--- config.mk ---
export PLATFORM = sky130hd
export DESIGN_NAME = ccp_msg_arb
export DESIGN_NICKNAME = d
export VERILOG_FILES = /design/src/rtl/ccp_msg_arb.sv
export SDC_FILE = /design/constraint.sdc
export NUM_CORES = 1
export LEC_CHECK = 0
export CAP_MARGIN = 20
export CORE_MARGIN = 4
export CORE_UTILIZATION = 30
export DETAILED_ROUTE_END_ITERATION = 10
export HOLD_SLACK_MARGIN = 0.06
export PLACE_DENSITY = 0.58
export SYNTH_ARGS = -nofsm -noshare
export SYNTH_HDL_FRONTEND = slang
export SYNTH_SLANG_ARGS = --single-unit
--- constraint.sdc ---
create_clock -name clk -period 4.9 [get_ports clk]
set_clock_uncertainty 0.15 [all_clocks]
set_input_delay 0.98 -clock clk [delete_from_list [all_inputs] [get_ports clk]]
set_output_delay 0.98 -clock clk [all_outputs]
set_load 0.02 [all_outputs]
--- src/rtl/ccp_msg_arb.sv ---
// Per-source message FIFOs merged onto one channel by a round-robin arbiter that holds its offer until accepted.
// Define CCP_ARB_BYPASS_EN for a zero-latency input-to-output path while every FIFO is empty.
`ifndef MSG_WIDTH
`define MSG_WIDTH 4
`endif
`ifndef DATA_WIDTH
`define DATA_WIDTH 32
`endif
`ifndef TAG_WIDTH
`define TAG_WIDTH 8
`endif

module ccp_msg_arb #(
  parameter int NUM_SRC    = 4,
  parameter int FIFO_DEPTH = 4,
  parameter int MSG_W      = `MSG_WIDTH,
  parameter int DATA_W     = `DATA_WIDTH,
  parameter int TAG_W      = `TAG_WIDTH,
  localparam int SRC_W     = $clog2(NUM_SRC),
  localparam int CNT_W     = $clog2(FIFO_DEPTH) + 1
) (
  input  logic                      clk,
  input  logic                      rst,
  input  logic [NUM_SRC-1:0]        in_valid,
  output logic [NUM_SRC-1:0]        in_ready,
  input  logic [NUM_SRC*MSG_W-1:0]  in_type,
  input  logic [NUM_SRC*DATA_W-1:0] in_data,
  input  logic [NUM_SRC*TAG_W-1:0]  in_tag,
  output logic                      out_valid,
  input  logic                      out_ready,
  output logic [MSG_W-1:0]          out_type,
  output logic [DATA_W-1:0]         out_data,
  output logic [TAG_W-1:0]          out_tag,
  output logic [SRC_W-1:0]          out_source,
  output logic [NUM_SRC*CNT_W-1:0]  fifo_count
);
  localparam int PTR_W = $clog2(FIFO_DEPTH);
  localparam int ENT_W = MSG_W + DATA_W + TAG_W;

  typedef enum logic [1:0] {IDLE, OFFER, HOLD} state_t;
  state_t state, state_nxt;

  logic [ENT_W-1:0]   mem [NUM_SRC][FIFO_DEPTH];
  logic [PTR_W-1:0]   wr_ptr [NUM_SRC];
  logic [PTR_W-1:0]   rd_ptr [NUM_SRC];
  logic [CNT_W-1:0]   count [NUM_SRC];
  logic [CNT_W-1:0]   count_nxt [NUM_SRC];
  logic [NUM_SRC-1:0] nonempty, push, pop;
  logic [SRC_W-1:0]   rr_ptr, hold_src, sel_src, rr_nxt;
  logic               sel_valid, sel_bypass, handshake, any_next;
  logic [ENT_W-1:0]   sel_ent;

  function automatic logic [SRC_W-1:0] rr_pick(input logic [NUM_SRC-1:0] req,
                                               input logic [SRC_W-1:0]   ptr);
    logic             found;
    logic [SRC_W-1:0] pick;
    logic [SRC_W-1:0] sidx;
    int unsigned      idx;
    found = 1'b0;
    pick  = ptr;
    for (int unsigned k = 0; k < NUM_SRC; k++) begin
      idx  = (32'(ptr) + k) % NUM_SRC;
      sidx = SRC_W'(idx);
      if (!found && req[sidx]) begin
        found = 1'b1;
        pick  = sidx;
      end
    end
    return pick;
  endfunction

  always_comb begin
    for (int unsigned i = 0; i < NUM_SRC; i++) begin
      nonempty[i] = (count[i] != '0);
      in_ready[i] = (count[i] != CNT_W'(FIFO_DEPTH));
      fifo_count[i*CNT_W +: CNT_W] = count[i];
    end
  end

  always_ff @(posedge clk or negedge rst) begin
    if (!rst) state <= IDLE;
    else      state <= state_nxt;
  end

  always_comb begin
    any_next = 1'b0;
    for (int unsigned i = 0; i < NUM_SRC; i++)
      any_next = any_next | (count_nxt[i] != '0);
    state_nxt = IDLE;
    if (sel_valid && !out_ready) state_nxt = HOLD;
    else if (any_next)           state_nxt = OFFER;
  end

  always_comb begin
    sel_bypass = 1'b0;
    sel_valid  = |nonempty;
    sel_src    = (state == HOLD) ? hold_src : rr_pick(nonempty, rr_ptr);
    sel_ent    = mem[sel_src][rd_ptr[sel_src]];
`ifdef CCP_ARB_BYPASS_EN
    if (!(|nonempty) && (|in_valid)) begin
      sel_valid  = 1'b1;
      sel_bypass = 1'b1;
      sel_src    = rr_pick(in_valid, rr_ptr);
      sel_ent    = {in_type[sel_src*MSG_W +: MSG_W], in_data[sel_src*DATA_W +: DATA_W],
                    in_tag[sel_src*TAG_W +: TAG_W]};
    end
`endif
    handshake  = sel_valid & out_ready;
    out_valid  = sel_valid;
    {out_type, out_data, out_tag} = sel_valid ? sel_ent : '0;
    out_source = sel_valid ? sel_src : '0;
    rr_nxt     = (sel_src == SRC_W'(NUM_SRC - 1)) ? '0 : sel_src + 1'b1;
    for (int unsigned i = 0; i < NUM_SRC; i++) begin
      push[i] = in_valid[i] & in_ready[i];
      pop[i]  = handshake & ~sel_bypass & (sel_src == SRC_W'(i));
    end
    // A bypassed winner that is accepted immediately never lands in its FIFO.
    if (sel_bypass && out_ready) push[sel_src] = 1'b0;
    for (int unsigned i = 0; i < NUM_SRC; i++)
      count_nxt[i] = count[i] + CNT_W'(push[i]) - CNT_W'(pop[i]);
  end

  always_ff @(posedge clk or negedge rst) begin
    if (!rst) begin
      rr_ptr   <= '0;
      hold_src <= '0;
      for (int unsigned i = 0; i < NUM_SRC; i++) begin
        count[i]  <= '0;
        wr_ptr[i] <= '0;
        rd_ptr[i] <= '0;
      end
    end else begin
      if (handshake)              rr_ptr   <= rr_nxt;
      if (sel_valid && !out_ready) hold_src <= sel_src;
      for (int unsigned i = 0; i < NUM_SRC; i++) begin
        count[i] <= count_nxt[i];
        if (push[i]) wr_ptr[i] <= wr_ptr[i] + 1'b1;
        if (pop[i])  rd_ptr[i] <= rd_ptr[i] + 1'b1;
      end
    end
  end

  always_ff @(posedge clk) begin
    for (int unsigned i = 0; i < NUM_SRC; i++)
      if (push[i])
        mem[i][wr_ptr[i]] <= {in_type[i*MSG_W +: MSG_W], in_data[i*DATA_W +: DATA_W],
                              in_tag[i*TAG_W +: TAG_W]};
  end
endmodule

### After elaboration in Yosys (flattened, before gate mapping)

Memory sizes are Yosys's and may differ from the RTL's.
Cells that the tools add are included.

* add/subtract/negate cells: 20
* magnitude comparators: 14
* equality and inequality tests: 8
* multiplexer cells: 42
* bitwise gates (word level): 18
* reductions and logical operators: 22

Operators by type and width (number)
* $mux W176: 4
* $demux W44 S2: 4
* $mux W44: 7
* $bmux W44 S2: 1
* $reduce_bool A3 Y1: 8
* $add A2 B1 Y2 const B: 10
* $ge A3 B3 Y1 const B: 6
* $mux W2: 9
* $not A2 Y3: 6
* $add A3 B1 Y3: 4
* $lt A2 B3 Y1 const B: 4
* $lt A3 B1 Y1 const B: 4
* $mux W1: 12
* $ne A3 B3 Y1 const B: 4
* $sub A3 B1 Y3: 4
* $and A1 B1 Y1: 9
* $bmux W1 S2: 4
* $logic_and A1 B1 Y1: 8
* $eq A2 B2 Y1 const B: 3
* $add A2 B2 Y2 const B: 2
* $bmux W2 S2: 1
* $logic_not A1 Y1: 4
* $reduce_or A4 Y1: 1
* $or A1 B1 Y1: 3
* other kinds (2): 2

* register bits: 34
* memory bits (writable): 704
* bits of input ports: 183
* output and inout bits: 63
* logic and storage cells: 140
* memories kept: 1

Memory list
* mem: words 4, width 176, read ports 1, clocked after Yosys merged registers in 0, wr ports 4, RTL line 43 `logic [ENT_W-1:0] mem [NUM_SRC][FIFO_DEPTH];`

### Longest topological paths before layout

* depth in word-level cells: 23
* gate-level depth with buffers: 19
* gate-level depth less buffers: 16

### Worst setup path after synthesis

No wires, ideal clock.

* kind: reg2reg
* start point: register count, in the netlist fifo_count[1]
* end point: register state[0]
* library setup time: 135 ps
* arrival time: 3872 ps
* required time: 4615 ps
* path slack: 743 ps
* stages on the path, launching flop included: 20
* buffers on the path: 4
* clock period less this slack: 4157 ps
* cell sequence: dfrtp_1 or3_4 a221oi_2 o31ai_1 and2_1 buf_6 inv_2 buf_6 buf_2 buf_1 ha_1 and3_1 ha_1 inv_1 ha_1 fa_1 nor4_1 nand2_1 nor2_1 a21oi_1

RTL lines
* start: declaration: RTL line 46 `logic [CNT_W-1:0] count [NUM_SRC];`
* start signal: indexed assignment: RTL line 136 `count[i] <= count_nxt[i];`
* end signal: assignment: RTL line 82 `else state <= state_nxt;`
* end: declaration: RTL line 41 `state_t state, state_nxt;`

### Final worst setup path

* start point: register count, in the netlist fifo_count[3]
* end point: output out_data[6]

* longest elaborated chain between the ends: 23
* elaborated cells on any way between the ends: 33
* those cells by class: mux (22); bitwise (2); reduce/logical (8); memory (1)

RTL lines
* $reduce_bool A3 Y1 *: RTL line 74 `nonempty[i] = (count[i] != '0);`
* $bmux W1 S2: RTL line 64 `if (!found && req[sidx]) begin`
* $mux W1 (not written as such): RTL line 64
* $mux W1: RTL line 64
* $logic_not A1 Y1: RTL line 64
* $logic_and A1 B1 Y1: RTL line 64
* $mux W1: RTL line 64
* $logic_not A1 Y1: RTL line 64
* (+5 left out)
* $mux W2: RTL line 97 `sel_src = (state == HOLD) ? hold_src : rr_pick(nonempty, rr_ptr);`
* $not A2 Y3 (not written as such): RTL line 98 `sel_ent = mem[sel_src][rd_ptr[sel_src]];`
* $bmux W2 S2: RTL line 98
* $mux W2 (not written as such) (2 in a row): RTL line 98
* $not A2 Y3 (not written as such): RTL line 98
* $bmux W44 S2: RTL line 98
* $mux W44 (not written as such) (2 in a row): RTL line 98
* $mux W44 *: RTL line 110 `{out_type, out_data, out_tag} = sel_valid ? sel_ent : '0;`
* end: declaration: RTL line 32 `output logic [DATA_W-1:0] out_data,`

Every way passes the cells marked *; elsewhere a longest branch is shown, timed or not. The select of a mux whose other input is x is not followed.

==> flow_metrics.env <==
export IMPL_combPwrFrac_pct=47.4
export IMPL_layout_commonest_cell="edfxtp_1"
export IMPL_viasPerCell=5.15
export IMPL_area_growth_pct=23.5
export IMPL_ys_warn_count=0
export IMPL_clkLatencyLatePin_ps=620
export IMPL_ys_flop_type="edfxtp_1"
export IMPL_crit_type="reg2out"
export IMPL_ioPinCount=246
export IMPL_critical_path_max_stage_delay_ps=440
export IMPL_initial_core_util_pct=30.2
export IMPL_clk_pin_slew_ps=60
export IMPL_fin_hold_ws_ps=312
export IMPL_hold_path_class="reg2reg"
export IMPL_rsz0062_at_grt="yes"
export IMPL_fillers=8957
export IMPL_cp_required_ps=3770
export IMPL_grt_pass1_wl_microns=126000
export IMPL_critPathTopFamily="simple AND/OR/NAND/NOR gates"
export IMPL_hold_path_end="rd_ptr[7]$_DFFE_PN0P_"
export IMPL_port_buffers=245
export IMPL_final_setup_tns_ps=0
export IMPL_pwr_share_seq_pct=31.8
export IMPL_wl_per_cell_microns=26.5
export IMPL_ys_top_cells_by_area="edfxtp_1, mux2i_1, o221a_2"
export IMPL_synth_seq_cells=738
export IMPL_crit_path_start_kind="flip-flop"
export IMPL_die_area_sq_um=104000
export IMPL_syn_num_nets=1990
export IMPL_cp_max_fo=17
export IMPL_fin_nets=2247
export IMPL_die_h_microns=323
export IMPL_cp_num_buf_inv=3
export IMPL_r2r_setup_slack_ps=510
export IMPL_cts_sinks=738
export IMPL_swShare_pct=40.0
export IMPL_hold_buffers=0
export IMPL_power_density_nw_per_um2=759
export IMPL_die_w_microns=323
export IMPL_max_cap_violations=0
export IMPL_gr_total_overflow=0
export IMPL_power_total_mw=27.8
export IMPL_place_gp_congestion=0.776
export IMPL_crit_path_cell_trace="or3_4 -> a221oi_4 -> o31ai_4 -> and2_4 -> inv_8 -> a211oi_2 -> or3_4 -> buf_12 -> o32ai_2 -> clkdlybuf4s15_2"
export IMPL_synth_cells=1778
export IMPL_worstReg2RegStart="fifo_count[10]$_DFF_PN0_"
export IMPL_post_route_period_util_pct=99.5
export IMPL_numCtsBuffers=76
export IMPL_r2r_end="state[0]$_DFF_PN0_"
export IMPL_internal_power_mw=16.7
export IMPL_synth_edff_count=704
export IMPL_final_cell_mix="edfxtp_1, clkdlybuf4s50_1, nand2_1, mux2i_1, a21oi_1"
export IMPL_drt_first_iter_violations=1284
export IMPL_htreeDepth=3
export IMPL_antenna_found_initial=25
export IMPL_drtPass1Iterations=4
export IMPL_synthArstFlopShare_pct=4.61
export IMPL_yosysTopAreaCellShare_pct=71.2
export IMPL_synth_cell_types=39
export IMPL_leakagePower_nw=12.4
export IMPL_track_usage_pct=16.8
export IMPL_crit_arrival_ps=3740
export IMPL_drcViolationCount=0
export IMPL_drv_slew=0
export IMPL_ys_seq_area_share_pct=74.1
export IMPL_syn_mean_instance_area_sq_um=16.7
export IMPL_drive_gt1_share_pct=20.6
export IMPL_outcome="complete, no violations"
export IMPL_coreArea_sq_um=98300
export IMPL_min_period_ps=4870
export IMPL_grt_max_degree=73
export IMPL_detail_route_antenna_nets=0
export IMPL_dp_hpwl_microns=52700
export IMPL_relSlewSlack_pct=30.6
export IMPL_vias=17500
export IMPL_cpMostUsedCell="or3_4"
export IMPL_endpoint_kind="output pin"
export IMPL_min_path_cells=1
export IMPL_num_rows=115
export IMPL_wl_microns=90000
export IMPL_timing_fmax_mhz=205
export IMPL_p_clk_share_pct=20.8
export IMPL_worstRegToRegCells=16
export IMPL_setup_violations=0
export IMPL_syn_area_sq_um=29700
export IMPL_yosysTopAreaCell="edfxtp_1"
export IMPL_clk_path_buf_depth=3
export IMPL_startpoint="fifo_count[3]$_DFF_PN0_"
export IMPL_final_util_pct=37.3
export IMPL_clockRootBuffer="clkbuf_16"
export IMPL_final_hold_violation_count=0
export IMPL_peakVddDrop_v=0.000725
export IMPL_worst_slew_pin_slew_ps=1040
export IMPL_slowest_stage="or3_4"
export IMPL_min_from="rd_ptr[7]$_DFFE_PN0P_"
export IMPL_power_switching_mw=11.1
export IMPL_cts_tree="built"
export IMPL_grt_pass1_vias=18200
==> sequential cells by signal, indices dropped and copies added (netlist names) <==
signal and count:
fifo_count 12, hold_src 2, mem 704, rd_ptr 8, rr_ptr 2, state 2, wr_ptr 8
==> logic make-up after synthesis <==
| group | Yosys count | share of synthesized area, % |
|---|---|---|
| fa+ha+maj | 29 | 1.32 |
| simple gates | 292 | 4.80 |
| buf+inv | 150 | 2.10 |
| compound gates | 372 | 10.9 |
| mux | 177 | 6.16 |
| flops | 738 | 74.1 |
| xor+xnor | 20 | 0.590 |
==> what timing repair did <==
item | 4_1_cts | 5_1_grt
resized for setup | 143 | 50
setup endpoints to repair | 44 | 39
setup buffers | 3 | 0
gates cloned | 3 | 2
endpoints found under the hold margin | 0 | 0
pin swaps | 1 | 1
==> worst reg2reg max path, cell delays in order, from the launching register on <==
cell,delay [ps]
dfrtp_1,370
or3_1,470
o31ai_4,370
and2_4,280
inv_8,90
clkbuf_16,220
nor3_1,550
ha_1,360
inv_1,60
ha_1,130
inv_1,50
fa_1,470
inv_1,50
nor4_1,330
nand2_1,90
nor2_1,140
a21oi_1,90
==> power groups by stage <==
stage	clock network [mW]	logic, mW	registers, mW
after detailed placement	0	13.1	8.99
after global placement	0	12.9	8.92
after floorplan	0	7.74	8.83
after CTS	5.89	13.4	8.86
final	5.78	13.2	8.86
after global routing	6.15	13.9	8.96
==> final cells by class <==
class	instances	area, sq um	area share, %
Antenna cell	18	45.0	0.123
Clock buffer	97	2050	5.60
Clock inverter	42	424	1.16
Inverter	28	113	0.307
Multi-Input combinational cell	890	7380	20.1
Sequential cell	738	22000	60.0
Tap cell	1287	1610	4.39
Timing Repair Buffer	301	3040	8.30
==> stage by stage <==
stage | setup WS, ps | instance area (sq um) | instances
after detailed placement | 218 | 34000 | 3236
after floorplan | 743 | 29700 | 1778
after CTS | -21.7 | 36700 | 3381
after global placement | 224 | 34000 | 3236
after global routing | -78.4 | 36600 | 3389
final | 25.6 | 36700 | 3401
==> how the worst max path moves through the flow <==
stage | end | depth (start not counted) | slack, ps
3_5_place_dp | out_type[0] | 11 | 220
2_1_floorplan | state[0]$_DFF_PN0_ | 19 | 740
6_report | out_data[6] | 10 | 30
3_3_place_gp | out_type[0] | 11 | 220
5_1_grt | out_data[6] | 10 | -80
4_1_cts | out_data[4] | 10 | -20
==> cell usage after synthesis (all sizes together) (44+ instances only) <==
master / n
and3: 65
a221oi: 46
nor2b: 45
a21oi: 92
clkbuf: 89
o32ai: 44
o22ai: 46
mux2i: 132
o221a: 88
nand2: 148
edfxtp: 704
a211oi: 46
mux2: 45
==> routing by layer <==
layer | GRT usage [%] | vias up | wire [microns]
met2 | 29.4 | 615 | 45400
met5 | 0 | - | 103
li1 | - | 7640 | -
met4 | 5.90 | 16 | 2440
met1 | 20.0 | 9090 | 35300
met3 | 4.20 | 154 | 6680
(Power assumes the default switching activity.)
